--- config.mk ---
export PLATFORM = sky130hd
export DESIGN_NAME = ibex_offload_wb_buffer
export DESIGN_NICKNAME = d
export VERILOG_FILES = /design/src/rtl/ibex_offload_wb_buffer.sv
export SDC_FILE = /design/constraint.sdc
export NUM_CORES = 1
export LEC_CHECK = 0
export BUFFER_PORTS_ARGS = -buffer_cell sky130_fd_sc_hd__clkbuf_2
export CORE_AREA = 4 4 162 132
export DETAILED_ROUTE_END_ITERATION = 16
export DIE_AREA = 0 0 166 136
export RECOVER_POWER = 100
export REMOVE_ABC_BUFFERS = 1
export SYNTH_ARGS = -nofsm -noshare
export SYNTH_HDL_FRONTEND = slang
export SYNTH_SLANG_ARGS = --single-unit
--- constraint.sdc ---
create_clock -name clk_i -period 4.8 [get_ports clk_i]
set_clock_uncertainty 0.1 [all_clocks]
set_input_delay 1.44 -clock clk_i [delete_from_list [all_inputs] [get_ports clk_i]]
set_output_delay 1.44 -clock clk_i [all_outputs]
set_load 0.01 [all_outputs]
--- src/rtl/ibex_offload_wb_buffer.sv ---
`default_nettype none
// ============================================================================
// Module   : ibex_offload_wb_buffer
// Brief    : Result FIFO and scoreboard that retires offloaded instructions
//            into the register file whenever writeback leaves the port free.
// Revision : 1.0
// ============================================================================
module ibex_offload_wb_buffer #(
  parameter int unsigned Depth          = 2,
  parameter int unsigned MaxOutstanding = 4
) (
  input  logic        clk_i,
  input  logic        rst_ni,
  input  logic        issue_valid_i,
  input  logic [4:0]  issue_waddr_i,
  output logic        issue_ready_o,
  input  logic        res_valid_i,
  output logic        res_ready_o,
  input  logic [4:0]  res_waddr_i,
  input  logic [31:0] res_wdata_i,
  input  logic        res_we_i,
  input  logic        res_err_i,
  input  logic        rf_we_core_i,
  output logic [4:0]  rf_waddr_o,
  output logic [31:0] rf_wdata_o,
  output logic        rf_we_o,
  input  logic [4:0]  rs_a_i,
  input  logic [4:0]  rs_b_i,
  output logic        hazard_o,
  output logic        instr_done_o,
  output logic        err_o,
  output logic [3:0]  outstanding_o
);

  localparam int unsigned      c_ptr_w   = $clog2(Depth);
  localparam logic [c_ptr_w:0] c_depth   = (c_ptr_w + 1)'(Depth);
  localparam logic [3:0]       c_max_out = 4'(MaxOutstanding);

  typedef struct packed {
    logic [4:0]  waddr;
    logic [31:0] wdata;
    logic        we;
    logic        err;
  } entry_t;

  entry_t               r_mem [Depth];
  logic [c_ptr_w-1:0]   r_wr_ptr;
  logic [c_ptr_w-1:0]   r_rd_ptr;
  logic [c_ptr_w:0]     r_occ;
  logic [3:0]           r_count;
  logic [31:0]          r_pending;

  entry_t               w_head;
  entry_t               w_new;
  logic                 w_empty;
  logic                 w_full;
  logic                 w_issue;
  logic                 w_push;
  logic                 w_pop;
  logic [31:0]          w_pending_nxt;

  // Ready depends only on registered occupancy so no path exists from the
  // writeback stall back into the coprocessor handshake.
  assign w_empty       = (r_occ == '0);
  assign w_full        = (r_occ == c_depth);
  assign res_ready_o   = ~w_full;
  assign issue_ready_o = (r_count < c_max_out) & ~r_pending[issue_waddr_i];

  assign w_issue = issue_valid_i & issue_ready_o;
  assign w_push  = res_valid_i & res_ready_o;
  assign w_pop   = ~w_empty & ~rf_we_core_i;

  assign w_head = r_mem[r_rd_ptr];
  assign w_new  = '{waddr: res_waddr_i, wdata: res_wdata_i, we: res_we_i, err: res_err_i};

  assign rf_we_o       = w_pop & w_head.we & ~w_head.err & (w_head.waddr != 5'd0);
  assign rf_waddr_o    = w_empty ? 5'd0  : w_head.waddr;
  assign rf_wdata_o    = w_empty ? 32'd0 : w_head.wdata;
  assign instr_done_o  = w_pop;
  assign err_o         = w_pop & w_head.err;
  assign outstanding_o = r_count;

  assign hazard_o = ((rs_a_i != 5'd0) & r_pending[rs_a_i]) |
                    ((rs_b_i != 5'd0) & r_pending[rs_b_i]);

  // Set after clear so a register retired and re-issued in the same cycle
  // stays pending for the new instruction.
  always_comb begin
    w_pending_nxt = r_pending;
    if (w_pop) begin
      w_pending_nxt[w_head.waddr] = 1'b0;
    end
    if (w_issue && (issue_waddr_i != 5'd0)) begin
      w_pending_nxt[issue_waddr_i] = 1'b1;
    end
    w_pending_nxt[0] = 1'b0;
  end

  always_ff @(posedge clk_i or negedge rst_ni) begin
    if (!rst_ni) begin
      r_wr_ptr  <= '0;
      r_rd_ptr  <= '0;
      r_occ     <= '0;
      r_count   <= 4'd0;
      r_pending <= 32'd0;
    end else begin
      if (w_push) begin
        r_wr_ptr <= r_wr_ptr + 1'b1;
      end
      if (w_pop) begin
        r_rd_ptr <= r_rd_ptr + 1'b1;
      end
      r_occ     <= r_occ + {{c_ptr_w{1'b0}}, w_push} - {{c_ptr_w{1'b0}}, w_pop};
      r_count   <= r_count + {3'b000, w_issue} - {3'b000, w_pop};
      r_pending <= w_pending_nxt;
    end
  end

  always_ff @(posedge clk_i) begin
    if (w_push) begin
      r_mem[r_wr_ptr] <= w_new;
    end
  end

`ifndef SYNTHESIS
  a_push_needs_outstanding : assert property (@(posedge clk_i) disable iff (!rst_ni)
    w_push |-> (r_count != 4'd0));
  a_pop_yields_to_core : assert property (@(posedge clk_i) disable iff (!rst_ni)
    w_pop |-> !rf_we_core_i);
  a_single_rf_writer : assert property (@(posedge clk_i) disable iff (!rst_ni)
    !(rf_we_o && rf_we_core_i));
`endif

endmodule
`default_nettype wire

Word-level counts from Yosys, hierarchy flattened --
Memory sizes are Yosys's and may differ from the RTL's. Cells that the tools add are included.
Storage, ports and cells: register bits after elaboration 39, bits in writable memories 78, input bits 59, word-level logic and storage cells 63, memories 1
Cells by class: add/subtract/negate cells 6, order comparisons 7, equal/unequal tests 1, multiplexer cells 16, bitwise logic cells 19, reductions and logical operators 8
Memory list:
- r_mem | depth 2, bits a word 39, read ports 1, clocked after Yosys merged registers in 0, wr ports 1, RTL line 46 | entry_t r_mem [Depth];
Operator list (count):
- two-way mux 32 bit | 3
- AND 32 bit | 1
- NOT 32 bit | 1
- bitwise OR 32 bit | 1
- less-than comparator 5 x 6 -> 1 bit, second input constant | 4
- nonzero test 5 bit | 4
- binary-select mux 1 bit (select 5 bit) | 3
- AND 1 bit | 10
- demux 1 bit (select 5 bit) | 2
- >= comparator 5 x 1 -> 1 bit, second input constant | 2
- two-way mux 1 bit | 7
- two-way mux 5 bit | 1
- NOT 1 bit | 5
- adder 4 x 1 -> 4 bit | 1
- less-than comparator 4 x 3 -> 1 bit, second input constant | 1
- subtractor 4 x 1 -> 4 bit | 1
- logical AND 1 bit | 3
- adder 1 bit, second input constant | 2
- adder 2 x 1 -> 2 bit | 1
- == test 2 bit, second input constant | 1
- logical NOT 2 bit | 1
- subtractor 2 x 1 -> 2 bit | 1
- bitwise OR 1 bit | 1

Longest topological paths before layout --
Gate-level depths: netlist of run 1. An unclocked memory read counts as a cell.
depth in word-level cells 10, depth in mapped cells 14

Least setup slack after synthesis of run 1 --
No wires, ideal clock.
path type input-to-output, start point input rs_a_i[1], end point output hazard_o, data arrival time 2.929 ns, setup slack 0.331 ns, stages 6, buffers on the path 1, cell sequence clkbuf_1 mux4_2 mux2i_1 o32ai_1 nor4_1 o311ai_0
Between the ends: cells in the longest elaborated chain, start to end 4
RTL lines:
- from (decl) | RTL line 27 | input logic [4:0] rs_a_i,
- binary-select mux 1 bit (select 5 bit) | RTL line 83 | assign hazard_o = ((rs_a_i != 5'd0) & r_pending[rs_a_i]) |
- two-way mux 1 bit (not written as such) | RTL line 83
- AND 1 bit (*) | RTL line 83
- bitwise OR 1 bit (*) | RTL line 83
- to (decl) | RTL line 29 | output logic hazard_o,
Every way passes the cells marked *; elsewhere a longest branch is shown, timed or not. The select of a mux whose other input is x is not followed.

Worst setup path in the final report of run 1 --
start point input issue_waddr_i[1], end point output issue_ready_o
Between the ends: cells in the longest elaborated chain, start to end 4
RTL lines:
- from (decl) | RTL line 15 | input logic [4:0] issue_waddr_i,
- binary-select mux 1 bit (select 5 bit) | RTL line 67 | assign issue_ready_o = (r_count < c_max_out) & ~r_pending[issue_waddr_i];
- two-way mux 1 bit (not written as such) | RTL line 67
- NOT 1 bit | RTL line 67
- AND 1 bit | RTL line 67
- to (decl) | RTL line 16 | output logic issue_ready_o,
No other way between the ends. The select of a mux whose other input is x is not followed.

==> qor.csv, run 1 <==
stage,metric,value,unit
floorplan,row_count,46,
synthesis,async_reset_ff_frac,0.333,
global_route,grtUsageMet2,0.206,
final_layout,final_common_cell,clkbuf_1,
route,drc,0,
clocking,clockRootBuffer,clkbuf_16,
critical_path,cp-start-kind,input port,
global_route,grtUsageMet1,0.192,
sta,worstMarginPinSlew,2.46,ns
final_layout,regArea,0.00332,mm2
critical_path,path_class,in2out,
route,via_count,4183,
global_route,grt_overflow,0,
clocking,cts_max_path_buffers,2,
final_layout,fill_cells,1959,
global_route,grt_pass1_wl,24300,um
final_layout,multi_input_comb_area,0.00219,mm2
placed_design,hpwlAfterDp,11200,um
power_and_ir_drop,vdd_ir_drop_max,0.419,mV
final_layout,antenna_cells,0,
synthesis,synth_edf_count,78,
floorplan,ios,106,
critical_path,cp-end-kind,primary output,
clocking,cts_buffers,17,
clocking,htree_num_levels,4,
final_layout,final_core_util,0.354,
critical_path,arrival,3.05,ns
route,post_drt_wl_per_cell,18.7,um
power_and_ir_drop,p_per_area,653,mW/mm2
clocking,clk_latency,0.41,ns
global_route,top_usage_layer,met2,
job,max_cap_violations,3,
global_route,use_met3,0.0445,
synthesis,synthTopCellsByArea,"edfxtp_1, dfrtp_1, mux2i_1",
floorplan,core_area,0.0197,mm2
synthesis,synthCells,443,
global_route,grt_max_degree,40,
placed_design,io_buffers,105,
clocking,path_clk_slew,0.06,ns
outcome,violations,"max-capacitance violations, max-slew violations",
synthesis,synth.top_cell.area_share,0.414,
route,dr.pass1.iters,5,
clocking,cts_sinks,117,
global_route,grt_antenna_before_repair,1,
final_layout,most-common-layout-cells,"clkbuf_1, edfxtp_1, mux2i_1, o21ai_0, nor2_1",
synthesis,netlist_area,0.00566,mm2
sta,final.period_utilization,0.957,
global_route,grt_pass1_vias,4324,
synthesis,ys_ff_latch,117,
route,finalWirelength,15500,um
sta,rsz0062_at_grt,false,
critical_path,cp.required,3.26,ns
synthesis,avgSynthCellArea,12.8,um2
route,ant_nets,0,
final_layout,nNetsFinal,621,
clocking,cts_setup_buffers,0,
clocking,holdBufCountCts,0,
final_layout,area_growth,23.6,%
sta,setup_violations,0,
synthesis,ys_seq_area_frac,0.586,
sta,slew_viol_final,107,
final_layout,drive_gt1_frac,0.143,
synthesis,yosysWarnings,0,
synthesis,ys_types,45,
synthesis,synth_top_area_cell,edfxtp_1,
outcome,status,"complete, but fails checks",
sta,hold_viol,0,
sta,fin_crit,4.59,ns
route,drt-initial-drc-count,340,
hold_path,min_path_type,reg2reg,
sta,max_freq,0.218,GHz
clocking,post_cts_resized,0,
clocking,cts_tree,done,
route,viasPerCell,5.03,
floorplan,dieArea,0.0226,mm2
global_route,grt_use_total,0.139,
floorplan,start_util,0.287,
sta,slew_headroom,-0.647,
synthesis,yosys_most_used_dff,edfxtp_1,
sta,setup_tns,0,ns
floorplan,die_h,136,um
critical_path,crit_path_max_fanout,16,
power_and_ir_drop,p_leak,2.66,nW
floorplan,dieWidth,166,um
placed_design,gp_congestion,0.896,
-- per-stage QoR --
| step | worst slack (ns) | cell area (um2) | std cells | hold slack, ns | power [W] |
|---|---|---|---|---|---|
| 2_1_floorplan | 0.556 | 5560 | 422 | 0.361 | 0.00261 |
| 3_3_place_gp | 0.204 | 6490 | 799 | 0.400 | 0.00324 |
| 3_5_place_dp | 0.189 | 6490 | 799 | 0.417 | 0.00331 |
| 4_1_cts | 0.195 | 7120 | 831 | 0.431 | 0.00469 |
| 5_1_grt | 0.0899 | 6990 | 831 | 0.433 | 0.00484 |
| 6_report | 0.206 | 6990 | 831 | 0.405 | 0.00457 |
-- worst max-delay path: stages --
cell      delay [ns]
clkbuf_2        0.37
mux4_2          0.56
mux2i_1         0.22
nor2_1          0.09
a211oi_1        0.20
clkbuf_1        0.18
-- area by class of cell --
class | count | share of cell area
timing repair buffer | 113 | 0.0673
clock inverter | 15 | 0.0301
sequential | 117 | 0.474
multi-input combinational | 291 | 0.313
inverter | 14 | 0.00751
clock buffer | 17 | 0.0608
tap | 264 | 0.0472
-- synth_stat cells, drive strengths merged, types with 7 or more instances --
cell type / instances
inv: 14
ha: 7
buf: 10
nand2: 31
nand2b: 8
mux2i: 49
mux2: 9
nor2: 46
o31ai: 13
dfrtp: 39
mux4: 15
edfxtp: 78
clkbuf: 11
o21ai: 47
-- registers in the layout, summed over array words and instances (netlist names) --
| name | cells |
|---|---|
| r_rd_ptr | 1 |
| r_mem | 78 |
| r_wr_ptr | 1 |
| r_pending | 31 |
| outstanding_o | 4 |
| r_occ | 2 |
-- worst paths after layout --
check                                          end                 start  slack, ns  cells after the start
setup / recovery                     issue_ready_o      issue_waddr_i[1]       0.21                      6
hold / removal                r_wr_ptr$_DFFE_PN0P_  r_wr_ptr$_DFFE_PN0P_       0.40                      1
max in group asynchronous  r_pending[18]$_DFF_PN0_                rst_ni       1.82                      1
setup reg to reg            r_mem[0][25]$_DFFE_PP_    r_occ[0]$_DFF_PN0_       1.20                      4
hold reg to reg               r_wr_ptr$_DFFE_PN0P_  r_wr_ptr$_DFFE_PN0P_       0.40                      1
min in group asynchronous   r_pending[4]$_DFF_PN0_                rst_ni       1.53                      1
-- per-layer routing --
| metal | part of all wire | wire length [um] |
|---|---|---|
| met1 | 0.46 | 7160 |
| met2 | 0.44 | 6830 |
| met3 | 0.080 | 1250 |
| met4 | 0.017 | 271 |
| met5 | 0.00052 | 8 |
-- power by group --
group          switching (W)  leakage (nW)  internal (W)
registers           0.000316          1.23       0.00142
clock network       0.000451         0.301      0.000914
logic               0.000871          1.12      0.000595
-- cell families (layout without fill, tap and decap cells) --
family / count (synthesis) / count (layout) / synth area share
fa+ha+maj: 8 / 8 / 0.0190
compound gates: 87 / 87 / 0.0949
flops: 117 / 117 / 0.586
simple gates: 117 / 117 / 0.0986
xor+xnor: 6 / 6 / 0.00929
mux: 73 / 73 / 0.164
buf+inv: 35 / 159 / 0.0276
No activity file was read; power rests on OpenSTA's default activity.
==> run 2: changes to the inputs <==
--- a/config.mk
+++ b/config.mk
@@ -9,6 +9,7 @@
 export CORE_AREA = 4 4 162 132
 export DETAILED_ROUTE_END_ITERATION = 16
 export DIE_AREA = 0 0 166 136
+export PLACE_DENSITY = 0.47
 export RECOVER_POWER = 100
 export REMOVE_ABC_BUFFERS = 1
 export SYNTH_ARGS = -nofsm -noshare
==> qor.csv, run 2 (synthesized netlist as in run 1, its figures left out) <==
stage,metric,value,unit
power_and_ir_drop,p_per_area,644,mW/mm2
global_route,grt_pass1_vias,4339,
route,finalWirelength,15400,um
final_layout,nNetsFinal,622,
route,viasPerCell,5.00,
floorplan,die_h,136,um
clocking,holdBufCountCts,0,
floorplan,row_count,46,
clocking,path_clk_slew,0.06,ns
final_layout,final_common_cell,edfxtp_1,
clocking,cts_buffers,17,
critical_path,cpLargestDelayFamily,multiplexers,
power_and_ir_drop,p_total,0.00449,W
sta,setup_violations,0,
sta,max_freq,0.217,GHz
power_and_ir_drop,p_leak,2.67,nW
power_and_ir_drop,p_sw_frac,0.368,
clocking,cts_sinks,117,
power_and_ir_drop,vdd_ir_drop_max,0.516,mV
placed_design,dpl_cell_area,0.00650,mm2
critical_path,cp-end-kind,primary output,
clocking,cts_setup_buffers,0,
final_layout,largest_reg_flops,78,
placed_design,io_buffers,105,
route,ant_nets,0,
final_layout,largest-register,r_mem,
floorplan,core_area,0.0197,mm2
global_route,grt_overflow,0,
power_and_ir_drop,clkPwrFrac,0.287,
clocking,cts_tree,done,
placed_design,hpwlAfterDp,10900,um
route,dr.pass1.iters,5,
clocking,clk_latency,0.41,ns
route,via_count,4169,
floorplan,ios,106,
critical_path,cp.required,3.26,ns
job,max_cap_violations,3,
sta,hold_ws,0.407,ns
route,drc,0,
power_and_ir_drop,p_switching,0.00166,W
global_route,grt_pass1_wl,24400,um
global_route,grt_antenna_before_repair,0,
final_layout,design_area,0.00697,mm2
critical_path,arrival,3.07,ns
global_route,grt_use_total,0.139,
final_layout,area_growth,23.2,%
clocking,clockRootBuffer,clkbuf_16,
placed_design,gp_congestion,0.841,
power_and_ir_drop,intPower,0.00284,W
floorplan,dieWidth,166,um
power_and_ir_drop,comb_power_share,0.332,
clocking,post_cts_resized,0,
critical_path,path_cells,"clkbuf_2, mux4_2, mux2i_1, o32ai_1, nor4_1, o311ai_0, clkbuf_1",
floorplan,dieArea,0.0226,mm2
global_route,grt_max_degree,40,
critical_path,slowest_delay,0.51,ns
route,post_drt_wl_per_cell,18.5,um
sta,slew_viol_final,106,
outcome,status,"complete, but fails checks",
hold_path,min_path_type,reg2reg,
sta,setup_tns,0,ns
clocking,cts_max_path_buffers,2,
critical_path,cp.buffers_inverters,2,
sta,slew_headroom,-0.483,
critical_path,crit_path_max_fanout,7,
route,drt-initial-drc-count,256,
clocking,htree_num_levels,4,
outcome,violations,"max-capacitance violations, max-slew violations",
sta,rsz0062_at_grt,false,
final_layout,drive_gt1_frac,0.164,
floorplan,start_util,0.287,
critical_path,cpMaxStageDelayCell,mux4_2,
power_and_ir_drop,pwr-share-seq,0.381,
sta,final.period_utilization,0.960,
sta,worstMarginPinSlew,2.22,ns
critical_path,path_class,in2out,
sta,hold_viol,0,
critical_path,cp-start-kind,input port,
sta,fin_crit,4.61,ns
final_layout,most-common-layout-cells,"edfxtp_1, clkbuf_1, mux2i_1, o21ai_0, nor2_1",
[run 2: power groups by stage]
stage	Clock, W	Sequential [W]	Combinational [W]
2_1_floorplan	0	0.00164	0.000973
3_3_place_gp	0	0.00172	0.00156
3_5_place_dp	0	0.00172	0.00158
4_1_cts	0.00132	0.00170	0.00159
5_1_grt	0.00137	0.00174	0.00167
6_report	0.00129	0.00171	0.00149
[run 2: path summary, 6_finish.rpt]
kind | start | endpoint | slack, ns | cells past startpoint
max | rs_a_i[1] | hazard_o | 0.19 | 7
min | r_wr_ptr$_DFFE_PN0P_ | r_wr_ptr$_DFFE_PN0P_ | 0.41 | 1
max reg2reg | r_occ[0]$_DFF_PN0_ | r_mem[0][19]$_DFFE_PP_ | 1.19 | 4
min reg2reg | r_wr_ptr$_DFFE_PN0P_ | r_wr_ptr$_DFFE_PN0P_ | 0.41 | 1
max in group asynchronous | rst_ni | r_pending[6]$_DFF_PN0_ | 1.80 | 1
min in group asynchronous | rst_ni | r_pending[10]$_DFF_PN0_ | 1.55 | 1
[run 2: cell type report]
cell class / count / area [um2]
Clock buffer: 18 / 429
Tap cell: 264 / 330
Inverter: 14 / 52.6
Antenna cell: 1 / 2.50
Sequential cell: 117 / 3320
Fill cell: 1972 / 12800
Clock inverter: 14 / 174
Multi-Input combinational cell: 291 / 2190
Timing Repair Buffer: 114 / 480
[run 2: metal layers]
metal,up-vias,GRT usage,part of all wire,wire (um)
met5,-,0,0,0
met4,0,0.0545,0.020,307
met3,21,0.0346,0.068,1050
met2,150,0.218,0.45,6990
met1,2086,0.188,0.46,7020
li1,1912,-,-,-
[run 2: metrics by stage]
stage / std cells / utilization / setup slack, ns
after floorplan: 422 / - / 0.556
after global placement: 800 / 0.329 / 0.264
after detailed placement: 800 / 0.329 / 0.182
after CTS: 832 / 0.360 / 0.180
after global routing: 832 / 0.353 / 0.0340
final: 833 / 0.353 / 0.191
